### src/rtl/irq_pkg.sv
// Shared constants for the interrupt controller / interval timer: register
// byte offsets, control and cause bit positions, default base address.
package irq_pkg;

  localparam logic [31:0] IRQ_BASE_DEFAULT = 32'h4000_0000;

  localparam logic [4:0] TH_OFS     = 5'h00;
  localparam logic [4:0] TL_OFS     = 5'h04;
  localparam logic [4:0] TCON_OFS   = 5'h08;
  localparam logic [4:0] IMASK_OFS  = 5'h0C;
  localparam logic [4:0] IPEND_OFS  = 5'h10;
  localparam logic [4:0] ICAUSE_OFS = 5'h14;
  localparam logic [31:0] WIN_BYTES = 32'h18;

  localparam int TCON_TEN     = 0;
  localparam int ICAUSE_VALID = 31;
  localparam int CAUSE_W      = 5;

  // Returns {valid, index} of the lowest set bit; lower index has priority.
  function automatic logic [CAUSE_W:0] lowest_set(input logic [31:0] v);
    logic [CAUSE_W:0] r;
    r = '0;
    for (int i = 31; i >= 0; i--) begin
      if (v[i]) r = {1'b1, CAUSE_W'(i)};
    end
    return r;
  endfunction

endpackage

### src/rtl/irq_sync_edge.sv
// Two-flop synchronizer for one asynchronous request line followed by a
// rising-edge detector producing a single-cycle pulse.
module irq_sync_edge (
  input  logic clk,
  input  logic reset,
  input  logic async_in,
  output logic pulse
);

  logic sync_p0;
  logic sync_p1;
  logic prev_p2;

  always_ff @(posedge clk) begin
    if (reset) begin
      sync_p0 <= 1'b0;
      sync_p1 <= 1'b0;
      prev_p2 <= 1'b0;
    end else begin
      // metastability stage -> synchronized stage -> history for edge detect
      sync_p0 <= async_in;
      sync_p1 <= sync_p0;
      prev_p2 <= sync_p1;
    end
  end

  assign pulse = sync_p1 & ~prev_p2;

endmodule

### src/rtl/irq_timer_ctrl.sv
// Memory-mapped interrupt controller with 32-bit reload timer.
// Build option IRQ_EXT_EN: adds the external request lines and their pending/mask bits.
module irq_timer_ctrl
  import irq_pkg::*;
#(
  parameter int          N_EXT     = 4,
  parameter logic [31:0] BASE_ADDR = IRQ_BASE_DEFAULT
) (
  input  logic             clk,
  input  logic             reset,
  input  logic [31:0]      addr,
  input  logic [31:0]      wdata,
  input  logic             MemRd,
  input  logic             MemWr,
  output logic [31:0]      rdata,
  output logic             hit,
  input  logic [N_EXT-1:0] ext_irq,
  output logic             IRQ
);

`ifdef IRQ_EXT_EN
  localparam int PW = N_EXT + 1;
`else
  localparam int PW = 1;
`endif

  logic [31:0]      ofs;
  logic [4:0]       sel;
  logic             wr;
  logic [31:0]      th;
  logic [31:0]      tl;
  logic             ten;
  logic [PW-1:0]    imask;
  logic [PW-1:0]    ipend;
  logic [PW-1:0]    evt;
  logic [PW-1:0]    w1c;
  logic [PW-1:0]    act;
  logic             ovf;
  logic             wr_tl;
  logic [CAUSE_W:0] cause;

  // Unsigned wrap makes addresses below the base fail the window check too.
  assign ofs   = addr - BASE_ADDR;
  assign hit   = (ofs < WIN_BYTES);
  assign sel   = {ofs[4:2], 2'b00};
  assign wr    = MemWr & hit;
  assign wr_tl = wr && (sel == TL_OFS);

  // A bus write to TL suppresses both the increment and the overflow flag.
  assign ovf = ten & ~wr_tl & (tl == 32'hFFFF_FFFF);

`ifdef IRQ_EXT_EN
  logic [N_EXT-1:0] ext_pulse;

  for (genvar i = 0; i < N_EXT; i++) begin : g_ext
    irq_sync_edge u_sync (
      .clk      (clk),
      .reset    (reset),
      .async_in (ext_irq[i]),
      .pulse    (ext_pulse[i])
    );
  end

  assign evt = {ext_pulse, ovf};
`else
  logic [N_EXT-1:0] ext_unused;
  assign ext_unused = ext_irq;
  assign evt        = ovf;
`endif

  assign w1c   = (wr && (sel == IPEND_OFS)) ? wdata[PW-1:0] : '0;
  assign act   = ipend & imask;
  assign IRQ   = |act;
  assign cause = lowest_set(32'(act));

  always_ff @(posedge clk) begin
    if (reset) begin
      th    <= '0;
      tl    <= '0;
      ten   <= 1'b0;
      imask <= '0;
      ipend <= '0;
    end else begin
      if (wr && (sel == TH_OFS))    th    <= wdata;
      if (wr && (sel == TCON_OFS))  ten   <= wdata[TCON_TEN];
      if (wr && (sel == IMASK_OFS)) imask <= wdata[PW-1:0];

      if (wr_tl)      tl <= wdata;
      else if (ovf)   tl <= th;
      else if (ten)   tl <= tl + 32'd1;

      // New events are ORed in after the clear so a coincident event survives.
      ipend <= (ipend & ~w1c) | evt;
    end
  end

  always_comb begin
    rdata = '0;
    if (hit && MemRd) begin
      case (sel)
        TH_OFS:     rdata = th;
        TL_OFS:     rdata = tl;
        TCON_OFS:   rdata[TCON_TEN] = ten;
        IMASK_OFS:  rdata = 32'(imask);
        IPEND_OFS:  rdata = 32'(ipend);
        ICAUSE_OFS: begin
          rdata[ICAUSE_VALID]  = cause[CAUSE_W];
          rdata[CAUSE_W-1:0]   = cause[CAUSE_W-1:0];
        end
        default:    rdata = '0;
      endcase
    end
  end

endmodule

### config.mk
export PLATFORM = sky130hd
export DESIGN_NAME = irq_timer_ctrl
export DESIGN_NICKNAME = d
export VERILOG_FILES = /design/src/rtl/irq_pkg.sv /design/src/rtl/irq_sync_edge.sv /design/src/rtl/irq_timer_ctrl.sv
export SDC_FILE = /design/constraint.sdc
export NUM_CORES = 1
export LEC_CHECK = 0
export ABC_AREA = 0
export CORE_AREA = 2 2 93 95
export DETAILED_ROUTE_END_ITERATION = 8
export DIE_AREA = 0 0 95 97
export GPL_TIMING_DRIVEN = 1
export PLACE_DENSITY = 0.89
export SLEW_MARGIN = 20
export SYNTH_ARGS = -nofsm -noshare
export SYNTH_HDL_FRONTEND = slang
export SYNTH_SLANG_ARGS = --single-unit
### constraint.sdc
create_clock -name clk -period 5.8 [get_ports clk]
set_input_delay 1.74 -clock clk [delete_from_list [all_inputs] [get_ports clk]]
set_output_delay 1.74 -clock clk [all_outputs]
set_load 0.01 [all_outputs]
==> run summary <==
PortBufs = 99
static leakage = 1.68 nW
post-synthesis register bit count = 67
wire length per cell = 17.3 µm
critical path type = in -> out
Final period util = 0.964
VDD IR max = 0.0979 mV
synth warn = 0
# rows = 33
Die Width = 95 µm
TritonCTS buffer count = 9
dpl ws = 197 ps
# setup viols final = 0
Period minus WS final = 5590 ps
Pint = 0.738 mW
Hold Crit Class = reg -> reg
synth top area cells = dfxtp_1, nand2_1, a21oi_1
syn avg cell area = 7.51 µm²
Routability Congestion = 0.879
number of synthesized flops with an enable pin = 0
leading register cell type out of synthesis = dfxtp_1
FMAX = 179 MHz
Synth-to-Final Area Change = 26.9%
Final Non-Filler Cells = 758
clock power share = 0.415
Seq/Total Area, Yosys = 0.309
NumNets Final = 722
share of cells above drive strength 1 = 0.0888
Post-Syn Nets = 651
Inserted Diodes = 0
vias per cell = 6.32
clock slew at reported path FFs = 80 ps
initial DRC count = 476
first-pass GRT wire length = 21,300 µm
hold buffers post-CTS = 0
# H-tree levels = 3
status = complete, no violations
Synth top area share = 0.309
Async S/R FF share, synth = 0
Slew HR = 0.455
RSZ-0062 raised after global routing = false
Hold Fails Final Rpt = 0
TritonCTS clock tree = yes
max cap viols = 0
register share of total power = 0.489
Psw = 0.223 mW
Die Area = 9220 µm²
Detailed Route WL = 13,100 µm
Slew Viols, Final = 0
CP Capture Type = primary output
most instantiated library cell after synthesis = nand2_1
Clock Skews = 9.70 ps
global route total overflow = 0
ANT nets after route = 0
post-synth cell types = 72
Pre-Repair DR Iteration Count = 5
Worst setup SP type = input pin
clk buf depth = 2
initial antenna violation count = 0
critical path arrival = 3850 ps
clk root buf = clkbuf_8
Placed Cells = 743
Tightest Pin Transition = 818 ps
most frequent cells after synthesis = nand2_1, dfxtp_1, nor2_1
final instance area = 5510 µm²
CP required = 4060 ps
DP Area = 5310 µm²
setup ws final = 208 ps
postcts setup bufs = 0
Residual DRC = 0
Die H = 97 µm
largest net degree at the start of global routing = 45
Initial Util = 0.534
Comb power frac = 0.096
Gates resized, CTS repair = 0
worst-path maximum fanout = 15
clock sink total = 67
vias in the first global route = 4,536
dominant cell type by area after synthesis = dfxtp_1
I/O Pins = 106
core area = 8130 µm²
HPWL Detailed = 8860 µm
post-synthesis cell area = 4340 µm²
Skew-Pair Late Insertion Delay = 350 ps
setup TNS = 0 ps
Cells after Synth = 578
Sw Share = 0.232
pwr dens = 174 nW/µm²
vias = 4,792
Global Route Usage Sum = 0.284
[worst max-delay path: stages]
cell and delay, ps:
clkdlybuf4s50_1 420, nor4_1 350, nand4_1 170, nor2_1 150, nand2_1 110, buf_4 210, a21oi_1 140, clkdlybuf4s50_1 550
[cell type report]
cell class / count / area (µm²)
Clock buffer: 13 / 159
Clock inverter: 2 / 35.0
Fill cell: 668 / 2630
Inverter: 7 / 26.3
Multi-Input combinational cell: 455 / 2730
Sequential cell: 67 / 1340
Tap cell: 105 / 131
Timing Repair Buffer: 109 / 1090
[stage by stage]
stage,hold WS (ps),power [mW],utilization
floorplan,440,0.513,-
global placement,453,0.569,0.653
detailed placement,461,0.571,0.653
CTS,470,0.959,0.677
global route,493,0.986,0.677
finish,470,0.960,0.677
[layout by cell type, fill, tap and decap left out, types with 8 or more instances in the layout]
cell type,Yosys,routed
clkdlybuf4s50_1,0,98
nor2_1,62,62
nand3_1,18,18
nand2_1,110,109
buf_4,4,8
o21ai_0,10,10
a211oi_1,8,8
dfxtp_1,67,67
nand4_1,11,11
clkbuf_8,0,11
nor3_1,15,14
a21oi_1,56,56
a31oi_1,8,8
a22oi_1,30,30
[metal layers]
metal,global-route usage,part of all wire
met1,0.362,0.40
met5,0,0
met4,0.115,0.018
met2,0.461,0.49
met3,0.0631,0.096
[registers in the layout, summed over array words and instances (netlist names)]
name and flops:
ten 1, th 32, tl 32, imask 1, ipend 1
[power by group through the flow]
stage	clock network, mW	registers, mW	logic (mW)
3_5_place_dp	0	0.480	0.0913
4_1_cts	0.397	0.470	0.0920
2_1_floorplan	0	0.477	0.0359
5_1_grt	0.417	0.470	0.0982
3_3_place_gp	0	0.480	0.0896
6_report	0.398	0.470	0.0920
[cells by family after synthesis]
| family | after synthesis | synth area share |
|---|---|---|
| xor gates and xnor gates | 6 | 0.0121 |
| and+or+nand+nor | 278 | 0.335 |
| DFF | 67 | 0.309 |
| muxes | 8 | 0.0216 |
| buffers and inverters | 56 | 0.0640 |
| adders and majority gates | 1 | 0.00288 |
| AOI/OAI and AO/OA | 162 | 0.256 |
[path summary, 6_finish.rpt]
kind / from / to / slack (ps) / cells past startpoint
max: addr[28] / rdata[0] / 210 / 8
min: ipend$_SDFF_PP0_ / ipend$_SDFF_PP0_ / 470 / 2
max reg2reg: tl[0]$_SDFFE_PP0P_ / tl[3]$_SDFFE_PP0P_ / 3090 / 7
min reg2reg: ipend$_SDFF_PP0_ / ipend$_SDFF_PP0_ / 470 / 2
Power figures use the tool's default switching activity.
